File: src/rtl/tamaguchi_pkg.sv
`default_nettype none
// ============================================================================
// tamaguchi_pkg : shared constants, button indices and speed FSM encoding
// Rev 1.0
// ============================================================================
package tamaguchi_pkg;

    localparam int DEFAULT_CLK_HZ = 50_000_000;

    localparam int BTN_JUGAR  = 0;
    localparam int BTN_DORMIR = 1;
    localparam int BTN_COMER  = 2;
    localparam int BTN_TEST   = 3;
    localparam int BTN_TIME   = 4;

    typedef enum logic [1:0] {
        ST_IDLE = 2'd0,
        ST_HELD = 2'd1,
        ST_LONG = 2'd2
    } speed_state_e;

    function automatic int speed_width(input int n_speeds);
        return (n_speeds > 1) ? $clog2(n_speeds) : 1;
    endfunction

endpackage
`default_nettype wire

File: src/rtl/tamaguchi_input_timebase_if.sv
`default_nettype none
// ============================================================================
// tamaguchi_input_timebase_if : raw pins in, conditioned buttons and time base out
// Rev 1.0
// ============================================================================
interface tamaguchi_input_timebase_if
    import tamaguchi_pkg::*;
#(
    parameter int N_BTN    = 5,
    parameter int N_SPEEDS = 4
) ();
    localparam int c_spd_w = speed_width(N_SPEEDS);

    logic [N_BTN-1:0]   btn_raw;
    logic [N_BTN-1:0]   btn_level;
    logic [N_BTN-1:0]   btn_press;
    logic [N_BTN-1:0]   btn_release;
    logic [N_BTN-1:0]   btn_long;
    logic [c_spd_w-1:0] speed;
    logic               tick_sec;

    modport master (
        output btn_raw,
        input  btn_level, btn_press, btn_release, btn_long, speed, tick_sec
    );

    modport slave (
        input  btn_raw,
        output btn_level, btn_press, btn_release, btn_long, speed, tick_sec
    );
endinterface
`default_nettype wire

File: src/rtl/canal_boton.sv
`default_nettype none
// ============================================================================
// canal_boton : one button channel (sync, debounce, edges, long press)
// Rev 1.0
// ============================================================================
module canal_boton #(
    parameter bit ACTIVE_LOW        = 1'b0,
    parameter int DEBOUNCE_CYCLES   = 500_000,
    parameter int LONG_PRESS_CYCLES = 100_000_000
) (
    input  logic clk,
    input  logic rst,
    input  logic raw_i,
    output logic level_o,
    output logic press_o,
    output logic release_o,
    output logic long_o,
    output logic press_evt_o,
    output logic release_evt_o,
    output logic long_evt_o
);
    localparam int c_deb_w  = $clog2(DEBOUNCE_CYCLES);
    localparam int c_hold_w = $clog2(LONG_PRESS_CYCLES + 1);
    localparam logic [c_deb_w-1:0]  c_deb_last  = c_deb_w'(DEBOUNCE_CYCLES - 1);
    localparam logic [c_hold_w-1:0] c_hold_max  = c_hold_w'(LONG_PRESS_CYCLES);
    localparam logic [c_hold_w-1:0] c_hold_fire = c_hold_w'(LONG_PRESS_CYCLES - 1);

    logic                sync1_q, sync2_q;
    logic                level_q, level_d;
    logic [c_deb_w-1:0]  deb_cnt_q, deb_cnt_d;
    logic [c_hold_w-1:0] hold_q, hold_d;
    logic                press_q, press_d;
    logic                release_q, release_d;
    logic                long_q, long_d;
    logic                w_norm;
    logic                w_flip;

    always_comb begin
        w_norm    = sync2_q ^ ACTIVE_LOW;
        w_flip    = (w_norm != level_q) && (deb_cnt_q == c_deb_last);
        deb_cnt_d = ((w_norm == level_q) || w_flip) ? '0 : deb_cnt_q + 1'b1;
        level_d   = level_q ^ w_flip;
        press_d   = w_flip & ~level_q;
        release_d = w_flip & level_q;
        long_d    = level_q && (hold_q == c_hold_fire);
        // Saturation keeps btn_long from repeating while the hold continues.
        if (!level_q) begin
            hold_d = '0;
        end else if (hold_q == c_hold_max) begin
            hold_d = hold_q;
        end else begin
            hold_d = hold_q + 1'b1;
        end
    end

    always_ff @(posedge clk) begin
        if (rst) begin
            sync1_q   <= ACTIVE_LOW;
            sync2_q   <= ACTIVE_LOW;
            level_q   <= 1'b0;
            deb_cnt_q <= '0;
            hold_q    <= '0;
            press_q   <= 1'b0;
            release_q <= 1'b0;
            long_q    <= 1'b0;
        end else begin
            sync1_q   <= raw_i;
            sync2_q   <= sync1_q;
            level_q   <= level_d;
            deb_cnt_q <= deb_cnt_d;
            hold_q    <= hold_d;
            press_q   <= press_d;
            release_q <= release_d;
            long_q    <= long_d;
        end
    end

    assign level_o       = level_q;
    assign press_o       = press_q;
    assign release_o     = release_q;
    assign long_o        = long_q;
    assign press_evt_o   = press_d;
    assign release_evt_o = release_d;
    assign long_evt_o    = long_d;
endmodule
`default_nettype wire

File: src/rtl/tamaguchi_input_timebase.sv
`default_nettype none
// ============================================================================
// tamaguchi_input_timebase : N button channels plus accelerated game-second tick
// Rev 1.0
// ============================================================================
module tamaguchi_input_timebase
    import tamaguchi_pkg::*;
#(
    parameter int               CLK_HZ            = DEFAULT_CLK_HZ,
    parameter int               N_BTN             = 5,
    parameter logic [N_BTN-1:0] ACTIVE_LOW_MASK   = 5'b11000,
    parameter int               DEBOUNCE_CYCLES   = 500_000,
    parameter int               LONG_PRESS_CYCLES = 100_000_000,
    parameter int               TIME_BTN          = BTN_TIME,
    parameter int               N_SPEEDS          = 4
) (
    input  logic                         clk,
    input  logic                         rst,
    tamaguchi_input_timebase_if.slave    bus_io
);
    localparam int c_spd_w = speed_width(N_SPEEDS);
    localparam int c_cnt_w = $clog2(CLK_HZ);

    logic [N_BTN-1:0] w_level, w_press, w_release, w_long;
    logic [N_BTN-1:0] w_press_evt, w_release_evt, w_long_evt;

    generate
        for (genvar i = 0; i < N_BTN; i++) begin : g_chan
            canal_boton #(
                .ACTIVE_LOW        (ACTIVE_LOW_MASK[i]),
                .DEBOUNCE_CYCLES   (DEBOUNCE_CYCLES),
                .LONG_PRESS_CYCLES (LONG_PRESS_CYCLES)
            ) u_chan (
                .clk           (clk),
                .rst           (rst),
                .raw_i         (bus_io.btn_raw[i]),
                .level_o       (w_level[i]),
                .press_o       (w_press[i]),
                .release_o     (w_release[i]),
                .long_o        (w_long[i]),
                .press_evt_o   (w_press_evt[i]),
                .release_evt_o (w_release_evt[i]),
                .long_evt_o    (w_long_evt[i])
            );
        end
    endgenerate

    speed_state_e         state_q, state_d;
    logic [c_spd_w-1:0]   speed_q, speed_d, w_speed_inc;
    logic [c_cnt_w-1:0]   cnt_q, cnt_d, w_last;
    logic                 tick_q, tick_d;

    // Channel next-state events let speed change in the same cycle the pulse shows.
    always_comb begin
        state_d     = state_q;
        speed_d     = speed_q;
        w_speed_inc = (speed_q == c_spd_w'(N_SPEEDS - 1)) ? '0 : speed_q + 1'b1;
        case (state_q)
            ST_IDLE: begin
                if (w_press_evt[TIME_BTN]) state_d = ST_HELD;
            end
            ST_HELD: begin
                if (w_long_evt[TIME_BTN]) begin
                    speed_d = '0;
                    state_d = w_release_evt[TIME_BTN] ? ST_IDLE : ST_LONG;
                end else if (w_release_evt[TIME_BTN]) begin
                    speed_d = w_speed_inc;
                    state_d = ST_IDLE;
                end
            end
            ST_LONG: begin
                if (w_release_evt[TIME_BTN]) state_d = ST_IDLE;
            end
            default: state_d = ST_IDLE;
        endcase
    end

    always_comb begin
        w_last = c_cnt_w'((CLK_HZ >> speed_q) - 1);
        cnt_d  = cnt_q + 1'b1;
        tick_d = 1'b0;
        if (speed_d != speed_q) begin
            cnt_d = '0;
        end else if (cnt_q == w_last) begin
            cnt_d  = '0;
            tick_d = 1'b1;
        end
    end

    always_ff @(posedge clk) begin
        if (rst) begin
            state_q <= ST_IDLE;
            speed_q <= '0;
            cnt_q   <= '0;
            tick_q  <= 1'b0;
        end else begin
            state_q <= state_d;
            speed_q <= speed_d;
            cnt_q   <= cnt_d;
            tick_q  <= tick_d;
        end
    end

    assign bus_io.btn_level   = w_level;
    assign bus_io.btn_press   = w_press;
    assign bus_io.btn_release = w_release;
    assign bus_io.btn_long    = w_long;
    assign bus_io.speed       = speed_q;
    assign bus_io.tick_sec    = tick_q;
endmodule
`default_nettype wire

File: src/flat_wrapper.sv
// flat-port wrapper written by rule: the top's interface ports become plain ports
module tamaguchi_input_timebase_flat import tamaguchi_pkg::*;
#(
    parameter int               CLK_HZ            = DEFAULT_CLK_HZ,
    parameter int               N_BTN             = 5,
    parameter logic [N_BTN-1:0] ACTIVE_LOW_MASK   = 5'b11000,
    parameter int               DEBOUNCE_CYCLES   = 500_000,
    parameter int               LONG_PRESS_CYCLES = 100_000_000,
    parameter int               TIME_BTN          = BTN_TIME,
    parameter int               N_SPEEDS          = 4
)
  (clk, rst, bus_io_btn_raw, bus_io_btn_level, bus_io_btn_press, bus_io_btn_release, bus_io_btn_long, bus_io_speed, bus_io_tick_sec);
  tamaguchi_input_timebase_if #(.N_BTN(N_BTN), .N_SPEEDS(N_SPEEDS)) bus_io_i ();
  input  logic clk;
  input  logic rst;
  input wire logic [$bits(bus_io_i.btn_raw)-1:0] bus_io_btn_raw;
  output wire logic [$bits(bus_io_i.btn_level)-1:0] bus_io_btn_level;
  output wire logic [$bits(bus_io_i.btn_press)-1:0] bus_io_btn_press;
  output wire logic [$bits(bus_io_i.btn_release)-1:0] bus_io_btn_release;
  output wire logic [$bits(bus_io_i.btn_long)-1:0] bus_io_btn_long;
  output wire logic [$bits(bus_io_i.speed)-1:0] bus_io_speed;
  output wire logic [$bits(bus_io_i.tick_sec)-1:0] bus_io_tick_sec;
  assign bus_io_i.btn_raw = bus_io_btn_raw;
  assign bus_io_btn_level = bus_io_i.btn_level;
  assign bus_io_btn_press = bus_io_i.btn_press;
  assign bus_io_btn_release = bus_io_i.btn_release;
  assign bus_io_btn_long = bus_io_i.btn_long;
  assign bus_io_speed = bus_io_i.speed;
  assign bus_io_tick_sec = bus_io_i.tick_sec;
  tamaguchi_input_timebase #(.CLK_HZ(CLK_HZ), .N_BTN(N_BTN), .ACTIVE_LOW_MASK(ACTIVE_LOW_MASK), .DEBOUNCE_CYCLES(DEBOUNCE_CYCLES), .LONG_PRESS_CYCLES(LONG_PRESS_CYCLES), .TIME_BTN(TIME_BTN), .N_SPEEDS(N_SPEEDS)) u_core (.clk(clk), .rst(rst), .bus_io(bus_io_i));
endmodule
File: config.mk
export PLATFORM = sky130hd
export DESIGN_NAME = tamaguchi_input_timebase_flat
export DESIGN_NICKNAME = d
export VERILOG_FILES = /design/src/rtl/tamaguchi_pkg.sv /design/src/rtl/tamaguchi_input_timebase_if.sv /design/src/rtl/canal_boton.sv /design/src/rtl/tamaguchi_input_timebase.sv /design/src/flat_wrapper.sv
export SDC_FILE = /design/constraint.sdc
export NUM_CORES = 1
export LEC_CHECK = 0
export CAP_MARGIN = 25
export CORE_AREA = 4 4 217 219
export CTS_CLUSTER_DIAMETER = 80
export DETAILED_ROUTE_END_ITERATION = 7
export DIE_AREA = 0 0 221 223
export GPL_TIMING_DRIVEN = 0
export RECOVER_POWER = 100
export SYNTH_ARGS = -nofsm -noshare
export SYNTH_HDL_FRONTEND = slang
export SYNTH_SLANG_ARGS = --single-unit
File: constraint.sdc
create_clock -name clk -period 2.87 [get_ports clk]
set_input_delay 0.574 -clock clk [delete_from_list [all_inputs] [get_ports clk]]
set_output_delay 0.574 -clock clk [all_outputs]
set_load 0.05 [all_outputs]
==> impl_metrics.py, run 1 <==
metrics = {
    "worst_setup_path": {
        "worstRegToRegCells": 11,
        "crit_type": "reg -> reg",
        "end_kind": "flip-flop",
        "r2r-end": "u_core.bus_io.tick_sec",
        "cp-start-kind": "flip-flop",
        "path_delay_family": "simple AND/OR/NAND/NOR gates",
        "reg2reg_from": "u_core.g_chan[4].u_chan.deb_cnt_q[0]",
        "arrival_ns": 3.15,
        "regToRegSetupSlack_ns": 0.14,
        "crit_fanout": 9,
        "crit_slowest_cell": "dfxtp_1",
        "slowest_delay_ns": 0.38,
        "cp.required_ns": 3.29,
        "crit_buf_inv": 1,
        "crit_start": "u_core.g_chan[4].u_chan.deb_cnt_q[0]",
        "crit_cells": 11,
        "critical_path.cell_chain": "ha_1 -> nand4_1 -> nand4b_1 -> nor2_1 -> ha_2 -> nand3b_1 -> a31o_2 -> a31oi_1 -> or3b_1 -> buf_6 -> and2b_2",
        "critical_path.endpoint": "u_core.bus_io.tick_sec",
    },
    "global_route": {
        "grt_max_degree": 14,
        "antenna_found_initial": 0,
        "grt_pass1_wl_mm": 47.0,
        "grt.overflow.total": 0,
        "grt_pass1_vias": 9946,
        "grt_usage_pct": 11.0,
    },
    "clock_tree": {
        "clockRootBuffer": "clkbuf_16",
        "htreeDepth": 2,
        "clock_path_buffers": 3,
        "clk_pin_slew_ns": 0.06,
        "cts_tree": "built",
        "cts_sinks": 291,
        "cts_buffers": 35,
        "insertion_delay_ns": 0.54,
        "cts-hold-fix-buffers": 0,
    },
    "timing": {
        "fmax_mhz": 366,
        "setup-violations-final": 0,
        "finalCriticalPeriod_ns": 2.73,
        "hold_viol": 0,
        "fin_crit_sh_pct": 95.1,
        "slew_headroom_pct": 44.9,
        "fin_skew_ns": 0.0162,
        "worst-slew-pin-transition_ns": 0.820,
        "maxSlewViolCount": 0,
        "fin_hold_ws_ns": 0.395,
    },
    "floorplanning": {
        "start_util_pct": 29.7,
        "die_area_mm2": 0.0493,
        "num_io_pins": 30,
        "core_mm2": 0.0451,
        "die_h_um": 223,
        "fp-row-count": 78,
        "dieWidth_um": 221,
    },
    "placement": {
        "place_area_mm2": 0.0144,
        "port_buffers": 29,
        "hpwl_mm": 19.0,
        "routabilityCongestion": 0.784,
        "dpl.cell_count": 2147,
    },
    "layout": {
        "area_growth_pct": 17.2,
        "design_area_mm2": 0.0157,
        "num-fill-cells": 4613,
        "diodes": 0,
        "fin_util_pct": 34.8,
        "final_common_cell": "dfxtp_1",
        "nets": 1624,
        "layout_common_cells": "dfxtp_1, nor2_1, xor2_1",
        "layout-drive-gt1-share_pct": 8.37,
        "final-instance-count-excl-fill": 2212,
    },
    "pwr": {
        "ir_worst_vdd_mv": 0.364,
        "pwr-share-seq_pct": 46.5,
        "switching_power_w": 0.00182,
        "power.density_mw_per_mm2": 557,
        "swShare_pct": 20.9,
        "p_clk_share_pct": 52.6,
        "leakage_nw": 5.04,
        "power.internal_w": 0.00691,
        "p_total_w": 0.00873,
        "pwr-share-comb_pct": 0.8,
    },
    "synthesis": {
        "synth-edff-count": 0,
        "synth_warnings": 0,
        "synth_cell_types": 50,
        "ys.flop_type": "dfxtp_1",
        "ys_seq_area_share_pct": 43.6,
        "syn_area_mm2": 0.0134,
        "avgSynthCellArea_um2": 8.82,
        "async_flop_share_pct": 0,
        "synth-seq-cells": 291,
        "netlist_instances": 1517,
        "syn_nets": 1553,
    },
    "run": {
        "maxCapViolCount": 0,
    },
    "outcome": {
        "status": "completed",
    },
    "min_path": {
        "hold_path_class": "reg -> reg",
    },
    "route": {
        "post_drt_wl_per_cell_um": 12.4,
        "drtIter0Drc": 680,
        "drc": 0,
        "viasPerCell": 4.66,
        "via_count": 10300,
        "antenna_left": 0,
        "dr.pass1.iters": 4,
        "routed_wl_mm": 27.5,
    },
}
stage by stage:
| step | TNS [ns] | worst slack (ns) |
|---|---|---|
| 2_1_floorplan | 0 | 0.0326 |
| 3_3_place_gp | -15.82 | -0.558 |
| 3_5_place_dp | -15.68 | -0.522 |
| 4_1_cts | 0 | 0.0279 |
| 5_1_grt | -0.0420 | -0.0291 |
| 6_report | 0 | 0.141 |
logic make-up after synthesis:
kind of cell	count (synthesis)	synth area share, %
adder cells (fa/ha/maj)	29	2.71
AO/OA/AOI/OAI	38	1.59
multiplexers	10	0.758
AND/OR/NAND/NOR	803	31.8
XOR/XNOR	239	15.7
flip-flops	291	43.6
buffers and inverters	107	3.92
Yosys cell counts (all sizes together) (12+ instances only):
cell type,instances,area (µm²)
xnor2,116,1020
buf,28,228
or3,18,113
and3,44,278
xor2,123,1080
nor2,268,1010
clkbuf,38,143
nand4,72,450
nor4,44,305
and4,21,184
nand2b,12,75.1
dfxtp,291,5830
ha,29,363
inv,41,154
nand2,87,327
nor3,68,443
o21ai,12,60.1
nor4b,15,131
nand3,92,460
a21oi,18,90.1
per-layer routing:
metal / track usage, % / wire length (µm) / up-vias
met2: 17.6 / 12200 / 118
met4: 3.40 / 622 / 0
met1: 14.6 / 13500 / 4815
met3: 2.75 / 1130 / 44
met5: 0 / 0 / -
li1: - / - / 5324
final cells by class:
class | count | area, µm² | share of cell area, %
clock inverter | 16 | 251 | 1.60
inverter | 41 | 158 | 1.01
timing repair buffer | 34 | 323 | 2.06
sequential | 291 | 5830 | 37.2
tap | 600 | 751 | 4.79
buffer | 66 | 375 | 2.40
clock buffer | 45 | 953 | 6.08
multi-input combinational | 1119 | 7030 | 44.9
sequential cells by signal, summed over array words and instances (netlist names), named ones only:
register / flops
u_core.g_chan.u_chan.hold_q: 135
u_core.g_chan.u_chan.deb_cnt_q: 95
u_core.cnt_q: 26
u_core.g_chan.u_chan.long_o: 5
u_core.g_chan.u_chan.press_o: 5
u_core.g_chan.u_chan.release_o: 5
u_core.g_chan.u_chan.sync1_q: 5
u_core.g_chan.u_chan.sync2_q: 5
u_core.bus_io.speed: 2
u_core.g_chan.u_chan.level_o: 2
u_core.state_q: 2
u_core.bus_io.tick_sec: 1
worst min path at each step:
stage	cells after the start	start	to
after global placement	1	u_core.g_chan[4].u_chan.sync1_q	u_core.g_chan[4].u_chan.sync2_q
after CTS	1	u_core.g_chan[4].u_chan.sync1_q	u_core.g_chan[4].u_chan.sync2_q
final	1	u_core.g_chan[4].u_chan.sync1_q	u_core.g_chan[4].u_chan.sync2_q
after detailed placement	1	u_core.g_chan[4].u_chan.sync1_q	u_core.g_chan[4].u_chan.sync2_q
after floorplan	1	u_core.g_chan[3].u_chan.sync1_q	u_core.g_chan[3].u_chan.sync2_q
after global routing	1	u_core.g_chan[4].u_chan.sync1_q	u_core.g_chan[4].u_chan.sync2_q
power by group through the flow:
stage / clock (W) / combinational [W] / sequential, W
floorplan: 0 / 0.0000458 / 0.00415
global placement: 0 / 0.0000740 / 0.00415
detailed placement: 0 / 0.0000751 / 0.00415
CTS: 0.00476 / 0.0000756 / 0.00406
global route: 0.00492 / 0.0000806 / 0.00406
finish: 0.00459 / 0.0000733 / 0.00406
what timing repair did:
item | CTS | global route
gates cloned | 0 | 0
endpoints found under the hold margin | 0 | 0
setup buffers | 2 | 1
pin swaps | 1 | 1
gates resized for setup | 0 | 8
setup endpoints to repair | 20 | 24
No activity file was read; power rests on OpenSTA's default activity.
==> run 2, diff against run 1 <==
- DONT_BUFFER_PORTS: not set -> 1
==> run 2 against run 1 <==
Compared with the run above:
- critical endpoint is now u_core.cnt_q[7]
- maximum frequency rose by 1.8%
- clock skew is 0.015 ns higher
- highest routed layer is now met5
- global-route usage down 0.18 points
- clock power hardly changed
==> impl_metrics.py, run 2 (same netlist as run 1, synthesis figures left out) <==
metrics = {
    "placement": {
        "port_buffers": 0,
        "hpwl_mm": 18.9,
        "place_area_mm2": 0.0141,
        "place_ws_ns": -0.569,
        "routabilityCongestion": 0.802,
    },
    "pwr": {
        "swShare_pct": 20.0,
        "p_clk_share_pct": 52.8,
        "ir_worst_vdd_mv": 0.315,
        "power.density_mw_per_mm2": 571,
        "pwr-share-comb_pct": 0.7,
        "switching_power_w": 0.00175,
        "pwr-share-seq_pct": 46.5,
        "leakage_nw": 4.76,
        "power.internal_w": 0.00698,
    },
    "route": {
        "post_drt_wl_per_cell_um": 12.5,
        "drc": 0,
        "routed_wl_mm": 27.1,
        "viasPerCell": 4.69,
        "via_count": 10200,
        "route.met2.wl_mm": 12.0,
        "top_layer": "met5",
        "drt-met1-wl_mm": 13.3,
        "drtIter0Drc": 554,
        "dr.pass1.iters": 5,
        "dr_wl_met3_mm": 1.25,
        "antenna_left": 0,
    },
    "worst_setup_path": {
        "arrival_ns": 3.06,
        "end_kind": "flip-flop",
        "crit_fanout": 10,
        "cp-start-kind": "flip-flop",
        "cp.required_ns": 3.25,
        "crit_buf_inv": 2,
        "critical_path.cell_chain": "inv_1 -> ha_1 -> or3b_2 -> a222oi_1 -> nand4_1 -> nor4_4 -> buf_4 -> nor3_1",
        "crit_type": "reg -> reg",
        "crit_slowest_cell": "or3b_2",
        "path_delay_family": "simple AND/OR/NAND/NOR gates",
        "slowest_delay_ns": 0.44,
    },
    "global_route": {
        "grt_pass1_wl_mm": 46.6,
        "grt_pass1_vias": 9831,
        "grt_max_degree": 14,
        "antenna_found_initial": 2,
        "grt.overflow.total": 0,
        "grt_usage_pct": 10.8,
    },
    "layout": {
        "layout-drive-gt1-share_pct": 6.90,
        "area_growth_pct": 14.3,
        "final_common_cell": "dfxtp_1",
        "nets": 1594,
        "reg_top3": "u_core.g_chan.u_chan.hold_q (135), u_core.g_chan.u_chan.deb_cnt_q (95), u_core.cnt_q (26)",
        "fin_util_pct": 33.9,
        "largest_reg_flops": 135,
        "largest_register": "u_core.g_chan.u_chan.hold_q",
        "design_area_mm2": 0.0153,
        "layout_common_cells": "dfxtp_1, nor2_1, xor2_1",
    },
    "min_path": {
        "hold_path_class": "in -> reg",
    },
    "timing": {
        "hold_viol": 0,
        "finalSetupTns_ns": 0,
        "worst-slew-pin-transition_ns": 0.785,
        "fin_skew_ns": 0.0311,
        "slew_headroom_pct": 47.2,
        "fin_hold_ws_ns": 0.162,
        "fin_crit_sh_pct": 93.4,
        "finalCriticalPeriod_ns": 2.68,
        "layout_setup_ws_ns": 0.189,
        "fmax_mhz": 373,
        "grt_setup_unrepaired": "yes",
        "maxSlewViolCount": 0,
        "setup-violations-final": 0,
    },
    "clock_tree": {
        "clockRootBuffer": "clkbuf_16",
        "insertion_delay_ns": 0.52,
        "htreeDepth": 2,
        "clock_path_buffers": 3,
        "clk_pin_slew_ns": 0.06,
        "cts_buffers": 35,
        "cts_sinks": 291,
        "cts-hold-fix-buffers": 0,
        "cts_tree": "built",
    },
    "outcome": {
        "status": "completed",
    },
    "floorplanning": {
        "core_mm2": 0.0451,
        "fp-row-count": 78,
        "die_h_um": 223,
        "num_io_pins": 30,
        "die_area_mm2": 0.0493,
        "dieWidth_um": 221,
        "start_util_pct": 29.7,
    },
    "run": {
        "maxCapViolCount": 0,
    },
}
run 2: worst reg2reg max path: stages (launching register included):
cell and delay [ns]:
dfxtp_4 0.43, inv_1 0.22, ha_1 0.22, or3b_2 0.44, a222oi_1 0.34, nand4_1 0.19
nor4_4 0.37, buf_4 0.28, nor3_1 0.07
run 2: final timing paths:
path | from | to | slack (ns) | depth (start not counted)
max | u_core.bus_io.speed[0] | u_core.cnt_q[7] | 0.19 | 8
min | bus_io_btn_raw[4] | u_core.g_chan[4].u_chan.sync1_q | 0.16 | 1
max reg2reg | u_core.bus_io.speed[0] | u_core.cnt_q[7] | 0.19 | 8
min reg2reg | u_core.g_chan[4].u_chan.sync1_q | u_core.g_chan[4].u_chan.sync2_q | 0.41 | 1
run 2: layer usage:
metal	GRT usage, %	vias to the layer above
met5	0	-
met4	3.74	2
met3	2.38	47
met2	17.4	146
met1	14.3	4781
li1	-	5254
run 2: area by class of cell:
cell class	instances	area, µm²
fill	4649	29800
clock buffer	44	960
clock inverter	14	240
multi-input combinational	1119	7030
antenna	1	2.50
sequential	291	5830
inverter	41	154
tap	600	751
timing repair buffer	4	25.0
buffer	66	295
run 2: timing repair:
action / in CTS / in global routing
buffers inserted: 2 / 0
cloned: 0 / 0
pin swaps: 1 / 0
resized for setup: 2 / 2
endpoints found under the setup margin: 26 / 21
run 2: metrics by stage:
step,power [W],cells
3_5_place_dp,0.00421,2118
5_1_grt,0.00904,2180
4_1_cts,0.00888,2178
2_1_floorplan,0.00419,1517
6_report,0.00873,2180
3_3_place_gp,0.00421,2117
run 2: power groups by stage:
| stage | sequential, W | clock, W | combinational [W] |
|---|---|---|---|
| after floorplan | 0.00415 | 0 | 0.0000458 |
| after global placement | 0.00415 | 0 | 0.0000618 |
| final | 0.00406 | 0.00461 | 0.0000608 |
| after CTS | 0.00406 | 0.00476 | 0.0000626 |
| after detailed placement | 0.00415 | 0 | 0.0000624 |
| after global routing | 0.00406 | 0.00492 | 0.0000677 |
